[src/rtl/muldiv_unit.sv]
// -----------------------------------------------------------------------------
// muldiv_unit
//
// Iterative multiply/divide unit for the MIPS datapath. Executes MULTU, MULT,
// DIVU and DIV over WIDTH+2 busy cycles and holds the results in the
// architectural HI/LO registers, which also accept MTHI/MTLO writes while idle.
//
// Ports:
//   clk            clock, all state updates on the rising edge
//   reset          synchronous active-high reset
//   start          request a new operation (sampled only while idle)
//   op[1:0]        00 MULTU, 01 MULT, 10 DIVU, 11 DIV
//   a, b           multiplicand/dividend (rs), multiplier/divisor (rt)
//   we_hi, we_lo   MTHI/MTLO write enables (ignored while busy or on start)
//   wdata          MTHI/MTLO write data
//   busy           operation in flight
//   done           one-cycle pulse: new HI/LO/dz visible
//   dz             divide-by-zero flag of the last operation
//   hi, lo         HI/LO registers
// -----------------------------------------------------------------------------
module muldiv_unit #(
  parameter int WIDTH = 32
) (
  input  logic             clk,
  input  logic             reset,
  input  logic             start,
  input  logic [1:0]       op,
  input  logic [WIDTH-1:0] a,
  input  logic [WIDTH-1:0] b,
  input  logic             we_hi,
  input  logic             we_lo,
  input  logic [WIDTH-1:0] wdata,
  output logic             busy,
  output logic             done,
  output logic             dz,
  output logic [WIDTH-1:0] hi,
  output logic [WIDTH-1:0] lo
);

  localparam int CW = $clog2(WIDTH) + 1;

  localparam logic [1:0] S_IDLE = 2'd0;
  localparam logic [1:0] S_PREP = 2'd1;
  localparam logic [1:0] S_CALC = 2'd2;
  localparam logic [1:0] S_FIX  = 2'd3;

  localparam logic [CW-1:0] LAST_ITER = CW'(WIDTH - 1);

  logic [1:0]         r_state;
  logic [1:0]         r_op;
  logic [WIDTH-1:0]   r_a;       // original operands, kept for the whole op
  logic [WIDTH-1:0]   r_b;
  logic [WIDTH-1:0]   r_opnd;    // multiplicand or divisor magnitude
  logic [2*WIDTH-1:0] r_acc;     // product, or {remainder, dividend/quotient}
  logic [CW-1:0]      r_cnt;
  logic               r_neg_res; // negate product / quotient
  logic               r_neg_rem; // negate remainder (dividend sign)
  logic               r_busy;
  logic               r_done;
  logic               r_dz;
  logic [WIDTH-1:0]   r_hi;
  logic [WIDTH-1:0]   r_lo;

  logic               w_is_div;
  logic               w_signed;
  logic               w_a_neg;
  logic               w_b_neg;
  logic [WIDTH-1:0]   w_a_mag;
  logic [WIDTH-1:0]   w_b_mag;
  logic [WIDTH:0]     w_mul_sum;
  logic [WIDTH:0]     w_div_shift;
  logic [WIDTH:0]     w_div_sub;
  logic               w_div_fits;
  logic [WIDTH-1:0]   w_div_rem;
  logic [2*WIDTH-1:0] w_calc_next;
  logic [2*WIDTH-1:0] w_prod;
  logic [WIDTH-1:0]   w_quo;
  logic [WIDTH-1:0]   w_rem;
  logic               w_b_zero;

  assign w_is_div = r_op[1];
  assign w_signed = r_op[0];

  // Magnitudes; the most negative value maps onto 2^(WIDTH-1) unsigned.
  assign w_a_neg = w_signed & r_a[WIDTH-1];
  assign w_b_neg = w_signed & r_b[WIDTH-1];
  assign w_a_mag = w_a_neg ? (~r_a + 1'b1) : r_a;
  assign w_b_mag = w_b_neg ? (~r_b + 1'b1) : r_b;

  // Shift-add multiply step: add multiplicand into the upper half when the
  // current multiplier bit (acc LSB) is set, then shift the whole thing right.
  assign w_mul_sum = {1'b0, r_acc[2*WIDTH-1:WIDTH]} +
                     (r_acc[0] ? {1'b0, r_opnd} : {(WIDTH+1){1'b0}});

  // Restoring divide step. The partial remainder is always below the divisor,
  // so the shifted value is below twice the divisor and bit WIDTH of the
  // difference is a clean borrow indicator (for a non-zero divisor).
  assign w_div_shift = r_acc[2*WIDTH-1:WIDTH-1];
  assign w_div_sub   = w_div_shift - {1'b0, r_opnd};
  assign w_div_fits  = ~w_div_sub[WIDTH];
  assign w_div_rem   = w_div_fits ? w_div_sub[WIDTH-1:0] : w_div_shift[WIDTH-1:0];

  assign w_calc_next = w_is_div ? {w_div_rem, r_acc[WIDTH-2:0], w_div_fits}
                                : {w_mul_sum, r_acc[WIDTH-1:1]};

  // Sign correction for the final write-back.
  assign w_prod   = r_neg_res ? (~r_acc + 1'b1) : r_acc;
  assign w_quo    = r_neg_res ? (~r_acc[WIDTH-1:0] + 1'b1) : r_acc[WIDTH-1:0];
  assign w_rem    = r_neg_rem ? (~r_acc[2*WIDTH-1:WIDTH] + 1'b1) : r_acc[2*WIDTH-1:WIDTH];
  assign w_b_zero = (r_b == '0);

  always_ff @(posedge clk) begin
    if (reset) begin
      r_state   <= S_IDLE;
      r_op      <= 2'b00;
      r_a       <= '0;
      r_b       <= '0;
      r_opnd    <= '0;
      r_acc     <= '0;
      r_cnt     <= '0;
      r_neg_res <= 1'b0;
      r_neg_rem <= 1'b0;
      r_busy    <= 1'b0;
      r_done    <= 1'b0;
      r_dz      <= 1'b0;
      r_hi      <= '0;
      r_lo      <= '0;
    end else begin
      r_done <= 1'b0;
      case (r_state)
        S_IDLE: begin
          if (start) begin
            // A start in the same cycle as MTHI/MTLO drops the write.
            r_a     <= a;
            r_b     <= b;
            r_op    <= op;
            r_busy  <= 1'b1;
            r_state <= S_PREP;
          end else begin
            if (we_hi) r_hi <= wdata;
            if (we_lo) r_lo <= wdata;
          end
        end
        S_PREP: begin
          r_neg_res <= w_a_neg ^ w_b_neg;
          r_neg_rem <= w_a_neg;
          r_cnt     <= '0;
          if (w_is_div) begin
            r_acc  <= {{WIDTH{1'b0}}, w_a_mag};
            r_opnd <= w_b_mag;
          end else begin
            r_acc  <= {{WIDTH{1'b0}}, w_b_mag};
            r_opnd <= w_a_mag;
          end
          r_state <= S_CALC;
        end
        S_CALC: begin
          r_acc <= w_calc_next;
          r_cnt <= r_cnt + 1'b1;
          if (r_cnt == LAST_ITER) r_state <= S_FIX;
        end
        S_FIX: begin
          if (!w_is_div) begin
            r_hi <= w_prod[2*WIDTH-1:WIDTH];
            r_lo <= w_prod[WIDTH-1:0];
            r_dz <= 1'b0;
          end else if (w_b_zero) begin
            r_hi <= r_a;
            r_lo <= '1;
            r_dz <= 1'b1;
          end else begin
            r_hi <= w_rem;
            r_lo <= w_quo;
            r_dz <= 1'b0;
          end
          r_busy  <= 1'b0;
          r_done  <= 1'b1;
          r_state <= S_IDLE;
        end
        default: r_state <= S_IDLE;
      endcase
    end
  end

  assign busy = r_busy;
  assign done = r_done;
  assign dz   = r_dz;
  assign hi   = r_hi;
  assign lo   = r_lo;

endmodule

[config.mk]
export PLATFORM = sky130hd
export DESIGN_NAME = muldiv_unit
export DESIGN_NICKNAME = d
export VERILOG_FILES = /design/src/rtl/muldiv_unit.sv
export SDC_FILE = /design/constraint.sdc
export NUM_CORES = 1
export LEC_CHECK = 0
export CAP_MARGIN = 20
export CORE_MARGIN = 10
export CORE_UTILIZATION = 45
export CTS_BUF_LIST = sky130_fd_sc_hd__clkbuf_4
export CTS_CLUSTER_SIZE = 8
export DETAILED_ROUTE_END_ITERATION = 10
export DONT_BUFFER_PORTS = 1
export GPL_TIMING_DRIVEN = 0
export PLACE_DENSITY = 0.67
export SYNTH_ARGS = -nofsm -noshare
export SYNTH_HDL_FRONTEND = slang
export SYNTH_SLANG_ARGS = --single-unit
[constraint.sdc]
create_clock -name clk -period 3.5 [get_ports clk]
set_input_delay 0.175 -clock clk [delete_from_list [all_inputs] [get_ports clk]]
set_output_delay 0.175 -clock clk [all_outputs]
set_load 0.01 [all_outputs]
==> summary.md, run 1 <==
| Metric | Value |
|---|---|
| Largest family of logic cells by synthesized area | `compound AO/OA/AOI/OAI gates` |
| HP Class | `in -> reg` |
| Syn. warnings | `0` |
| Fraction of final layout cells sized beyond drive strength 1 | `11.1%` |
| Synth Net Count | `2557` |
| Largest net degree at the start of global routing | `11` |
| Non-filler instance count after layout | `3158` |
| Worst reg2reg startpoint | `r_acc[11]$_SDFFE_PP0P_` |
| Gr ovfl total | `0` |
| Pwr dens | `757 nW/um^2` |
| Place WS | `-1.39 ns` |
| Die width | `218 um` |
| Critical Path End Type | `flip-flop` |
| Register area share after synthesis | `27.1%` |
| Worst hold start | `we_lo` |
| Max-cap violations | `0` |
| Net Switching | `8.01 mW` |
| Most numerous cell in the Yosys netlist | `nand2_1` |
| Total chip power | `16.0 mW` |
| Comb pwr share | `56.4%` |
| DRC Markers | `0` |
| Fmax | `0.288 GHz` |
| Clock root cell | `clkbuf_4` |
| TritonRoute pass-1 iters | `6` |
| CTS tree | `done` |
| P_int | `7.97 mW` |
| Sw frac | `50.1%` |
| Setup CP Type | `reg -> reg` |
| Final critical-path share of the clock period | `99.3%` |
| Post-Synth Simple-Gate Area | `20.8%` |
| Mux cell area share after synthesis | `6.24%` |
| Met2 Resource Use GR | `49.5%` |
| Routability cong. | `1.04` |
| Leakage power | `8.57 nW` |
| Fin nets | `2771` |
| Mapped Area | `17700 um^2` |
| Die ar. | `47600 um^2` |
| Met1 Track Usage GR | `45.9%` |
| CTS clk-pin slew, worst paths | `0.08 ns` |
| Vias in the first global route | `18800` |
| CP Data Required Time | `4.18 ns` |
| Setup ws final | `0.0249 ns` |
| Final hold violations | `0` |
| GR peak layer | `met2` |
| Die H | `218 um` |
| Clock power share | `16.4%` |
| Clock tree buffer depth | `3` |
| Clk_lat worst skew | `0.83 ns` |
| Max Slew Vio Count | `0` |
| Max-slew headroom | `27.6%` |
| Top cells by area, synth | `dfxtp_1 27%, nand2_1 6.9%, a21oi_1 6.8%` |
| Yosys top cell area share | `27.1%` |
| Tmin final | `3.48 ns` |
| Crit path arrival time | `4.16 ns` |
| Util after Layout | `54.5%` |
| Post-synth top area cell | `dfxtp_1` |
| Fillers | `3781` |
| Core footprint | `38700 um^2` |
| Global Route Usage Sum | `33.9%` |
| Via count | `20000` |
| H-tree depth | `3` |
| Std cell rows | `72` |
| Compound-cell area share of the yosys netlist | `25.6%` |
| Clk sink count | `239` |
| Status | `finished, final reports clean` |
| Cells after Synth | `2379` |
| Post-Synth Adder-Cell Area | `5.40%` |
| Post-Route WL | `84100 um` |
| PortBufs | `0` |
| Antenna violations before repair | `3` |
| Reg power frac | `27.2%` |
| Initial Util | `45.6%` |
| CTS buffer count | `69` |
| Io pins | `170` |
| Syn_area_per_cell | `7.42 um^2` |
| First-pass GRT wire length | `122000 um` |
| Final Setup Violations | `0` |
| Commonest cells in the netlist | `323 x nand2_1, 246 x nor2_1, 239 x a21oi_1, 239 x dfxtp_1, 190 x o21ai_0` |
| Synth async-reset ratio | `0%` |
| Via density | `6.34` |
| M3 GR Usage | `8.16%` |
| Yosys cell types | `79` |
| Initial drt markers | `2377` |
| Clock Skews | `0.0782 ns` |
| Routed wire per std cell | `26.6 um` |
| CP startpoint kind | `flip-flop` |
| Peak VDD IR | `459 uV` |
| Xor and xnor area share after synthesis | `9.52%` |
| Prevailing post-synth register cell | `dfxtp_1` |
| DRT antenna net count | `0` |
| CP Launch Point | `r_acc[11]$_SDFFE_PP0P_` |
| Post-DP HPWL | `64200 um` |
| Crit-path max FO | `6` |
| EDFF count, synth | `0` |
| Placed cells | `2898` |
| P&R area growth vs syn | `19.5%` |
| Worst-Margin Slew | `1.09 ns` |
| Yosys reg bits | `239` |
-- cell usage in the layout, fill, tap and decap left out, types with 9 or more instances in the layout --
cell type | Yosys | routed
o21bai_1 | 10 | 10
nor2_1 | 246 | 244
o21ai_1 | 3 | 13
or4_1 | 11 | 9
o21ai_0 | 190 | 173
a31oi_1 | 28 | 25
and2_1 | 13 | 13
nor2b_1 | 19 | 18
a21oi_2 | 0 | 11
mux2_2 | 11 | 10
o31ai_1 | 28 | 24
clkbuf_4 | 0 | 98
xnor2_1 | 109 | 108
nand3_1 | 29 | 28
buf_4 | 0 | 27
clkinv_1 | 1 | 13
nand4_1 | 12 | 12
and3_1 | 11 | 10
buf_1 | 21 | 20
mux4_2 | 19 | 19
nand2_1 | 323 | 321
a21oi_1 | 239 | 226
mux2i_1 | 55 | 54
dlygate4sd3_1 | 0 | 119
dfxtp_1 | 239 | 233
inv_1 | 74 | 71
a221oi_1 | 16 | 13
xor2_1 | 83 | 82
o211ai_1 | 28 | 28
clkbuf_1 | 144 | 125
nor3_1 | 61 | 58
a32oi_1 | 10 | 10
a21o_1 | 38 | 38
ha_1 | 73 | 69
nand2b_1 | 17 | 16
a211oi_1 | 11 | 10
o21a_1 | 13 | 13
a22oi_1 | 26 | 26
o221a_2 | 12 | 12
or3_1 | 33 | 30
-- routing by layer --
| layer | vias up | wire length [um] |
|---|---|---|
| met3 | 222 | 9070 |
| met2 | 1179 | 35200 |
| li1 | 8961 | - |
| met4 | 0 | 4130 |
| met5 | - | 0 |
| met1 | 9655 | 35700 |
-- sequential cells by signal (all words and copies together) (netlist names), 2 cells and up --
| register | cells |
|---|---|
| r_a | 32 |
| hi | 32 |
| r_opnd | 32 |
| r_acc | 64 |
| r_state | 2 |
| lo | 32 |
| r_op | 2 |
| r_cnt | 6 |
| r_b | 32 |
-- worst max-delay path, stage by stage (launching register included) --
cell and delay, ns:
dfxtp_1 0.43, or4_4 0.54, or3_4 0.34, or3_4 0.34, buf_4 0.15, or4_1 0.59, o31ai_2 0.25, xor2_1 0.34
a21oi_1 0.12, o221a_2 0.24
-- power groups by stage --
stage	combinational, mW	sequential (mW)	clock, mW
2_1_floorplan	5.30	3.93	0
3_3_place_gp	7.52	4.32	0
3_5_place_dp	7.59	4.35	0
6_report	9.02	4.35	2.62
5_1_grt	9.56	4.38	2.77
4_1_cts	8.12	4.29	2.62
-- through the flow --
step                      area, um^2  TNS (ns)  hold slack [ns]
final                          21100         0           0.0337
after global routing           21100   -0.0253           0.0358
after CTS                      20700    -0.122           0.0280
after detailed placement       18300    -69.65            0.319
after global placement         18300    -68.42            0.315
after floorplan                17700         0            0.304
-- cells by family after synthesis --
| logic type | count (synthesis) |
|---|---|
| muxes | 85 |
| and+or+nand+nor | 819 |
| DFF | 239 |
| AOI/OAI and AO/OA | 724 |
| buffers and inverters | 245 |
| adders and majority gates | 75 |
| xor gates and xnor gates | 192 |
-- repair_timing --
| item | 4_1_cts | 5_1_grt |
|---|---|---|
| pin swaps | 11 | 24 |
| buffers inserted | 11 | 17 |
| endpoints found under the hold margin | 133 | 0 |
| hold buffers | 119 | 0 |
| gates cloned | 0 | 1 |
| endpoints found under the setup margin | 114 | 101 |
| resized for setup | 84 | 84 |
-- final timing paths --
check                      endpoint  slack (ns)  cells after the start
max             lo[29]$_SDFFE_PP0P_        0.02                      9
min             lo[31]$_SDFFE_PP0P_        0.03                      3
max reg2reg     lo[29]$_SDFFE_PP0P_        0.02                      9
min reg2reg  r_opnd[9]$_SDFFE_PP0N_        0.48                      2
-- final cells by class --
cell class,count,area [um^2],area share (%)
Clock buffer,95,713,3.38
Antenna cell,3,7.51,0.0356
Inverter,75,282,1.33
Buffer,164,699,3.31
Clock inverter,20,91.3,0.433
Timing Repair Buffer,149,1440,6.83
Tap cell,518,648,3.07
Sequential cell,239,4800,22.8
Multi-Input combinational cell,1895,12400,58.8
No activity file was read; power rests on OpenSTA's default activity.
==> run 2, diff against run 1 <==
- clock period: 3.5 -> 2.95 ns (I/O delays scaled with it)
==> run 2 against run 1 <==
Compared with the run above:
- the flow now finishes with violations (negative setup slack)
- first-iteration DRC count about the same
- final cell count grew 2.1%
- worst hold slack got worse by 0.011 ns
- worst setup slack got worse by 0.45 ns
- count of clock-buffer cells in the layout down 7
- highest routed layer unchanged
==> summary.md, run 2 (synthesis gave the netlist of run 1 again) <==
| Metric | Value |
|---|---|
| Status | `finished, violations left` |
| Failing checks | `negative setup slack` |
| CP startpoint kind | `flip-flop` |
| Met1 wire length | `37200 um` |
| Gr ovfl total | `0` |
| Pwr dens | `917 nW/um^2` |
| CTS tree | `done` |
| Clock tree buffer depth | `3` |
| Worst reg2reg startpoint | `r_acc[25]$_SDFFE_PP0P_` |
| Global Route Usage Sum | `35.0%` |
| CP Data Required Time | `3.59 ns` |
| Setup TNS | `-13.24 ns` |
| P&R area growth vs syn | `31.4%` |
| Crit-path max FO | `5` |
| Fmax | `0.296 GHz` |
| Max-slew headroom | `10.5%` |
| HP Class | `in -> reg` |
| Tmin final | `3.38 ns` |
| Die ar. | `47600 um^2` |
| Setup crit end | `hi[19]$_SDFFE_PP0P_` |
| Reg2Reg Depth | `10` |
| Clock root cell | `clkbuf_4` |
| Critical Path End Type | `flip-flop` |
| Uppermost layer routed | `met4` |
| Routed wire per std cell | `27.1 um` |
| Biggest register | `r_acc` |
| DRT antenna net count | `0` |
| CP Launch Point | `r_acc[25]$_SDFFE_PP0P_` |
| Setup CP Type | `reg -> reg` |
| Final Setup Violations | `68` |
| Worst flop-to-flop path endpoint | `hi[19]$_SDFFE_PP0P_` |
| DRC Markers | `0` |
| DR WL met3 | `8970 um` |
| Post-DP HPWL | `65200 um` |
| Via density | `6.32` |
| Place WS | `-1.48 ns` |
| Clk_lat worst skew | `0.81 ns` |
| Max reg flops | `64` |
| Setup ws final | `-0.429 ns` |
| Clk sink count | `239` |
| Largest net degree at the start of global routing | `11` |
| Routability cong. | `1.02` |
| Fraction of final layout cells sized beyond drive strength 1 | `21.0%` |
| Final hold violations | `0` |
| Commonest cells after routing, fill and taps aside | `309 x nand2_1, 231 x nor2_1, 215 x dfxtp_1` |
| PortBufs | `0` |
| CTS clk-pin slew, worst paths | `0.06 ns` |
| First-pass GRT wire length | `126000 um` |
| Core footprint | `38700 um^2` |
| RSZ-0062 raised after global routing | `yes` |
| Max-cap violations | `0` |
| Max Slew Vio Count | `0` |
| TritonRoute pass-1 iters | `6` |
| Commonest non-fill, non-tap cell in the layout | `nand2_1` |
| Metal2 WL | `36300 um` |
| Clock Skews | `0.0631 ns` |
| Die width | `218 um` |
| Vias in the first global route | `19100` |
| Peak VDD IR | `639 uV` |
| Std cell rows | `72` |
| CTS buffer count | `68` |
| Leakage power | `9.33 nW` |
| Via count | `20400` |
| Crit path arrival time | `4.02 ns` |
| Antenna violations before repair | `2` |
| Die H | `218 um` |
| Post-Route WL | `87200 um` |
| Worst reg-to-reg setup slack | `-0.43 ns` |
| Fin nets | `2842` |
| Initial drt markers | `2375` |
| Io pins | `170` |
| Initial Util | `45.6%` |
| Final critical-path share of the clock period | `115%` |
| Worst-Margin Slew | `1.34 ns` |
| H-tree depth | `3` |
[run 2: metal layers]
layer  up-vias  GRT usage (%)
li1       9099              -
met2      1184           51.1
met1      9832           47.7
met3       259           8.43
met5         -              0
met4         0           16.3
[run 2: final cells by class]
| class | count | area [um^2] |
|---|---|---|
| timing repair buffer | 234 | 2290 |
| sequential | 239 | 4830 |
| multi-input combinational | 1895 | 13600 |
| buffer | 151 | 717 |
| tap | 518 | 648 |
| inverter | 75 | 294 |
| fill | 3574 | 15500 |
| clock inverter | 14 | 109 |
| clock buffer | 88 | 661 |
| antenna | 9 | 22.5 |
[run 2: worst min-delay path by stage]
stage,startpoint,endpoint,slack (ns),depth (start not counted)
final,start,lo[31]$_SDFFE_PP0P_,0.02,3
after floorplan,wdata[15],hi[15]$_SDFFE_PP0P_,0.28,2
after CTS,start,lo[3]$_SDFFE_PP0P_,0.01,3
after detailed placement,b[0],r_b[0]$_SDFFE_PP0P_,0.29,2
after global placement,b[0],r_b[0]$_SDFFE_PP0P_,0.28,2
after global routing,b[26],r_b[26]$_SDFFE_PP0P_,0.04,3
[run 2: worst max-delay path, stage by stage, from the launching register on]
cell,delay [ns]
dfxtp_4,0.35
or3_4,0.40
or3_4,0.34
or4_4,0.44
or4_4,0.60
buf_8,0.17
or3_4,0.36
o31ai_4,0.21
xnor2_2,0.09
a21oi_2,0.18
o21ai_1,0.07
[run 2: per-stage QoR]
stage | cell area [um^2] | utilization, % | total power [mW] | cells | hold WS [ns]
finish | 23200 | 59.9 | 21.3 | 3223 | 0.0227
global route | 23200 | 59.9 | 22.2 | 3221 | 0.0360
CTS | 22100 | 57.1 | 20.1 | 3174 | 0.0121
detailed placement | 18400 | 47.5 | 14.5 | 2898 | 0.291
global placement | 18400 | 47.4 | 14.4 | 2897 | 0.284
floorplan | 17700 | - | 11.1 | 2379 | 0.276
[run 2: what timing repair did]
action,in CTS,in global routing
cloned,6,1
pin swaps,95,129
setup buffers,58,56
hold buffers,120,0
hold endpoints to repair,133,0
endpoints found under the setup margin,156,142
resized for setup,338,207
[run 2: power by group]
part | leakage, nW | internal, mW | switching [mW]
registers | 1.97 | 3.99 | 1.20
clock network | 0.453 | 1.54 | 1.53
logic | 6.91 | 5.36 | 7.67
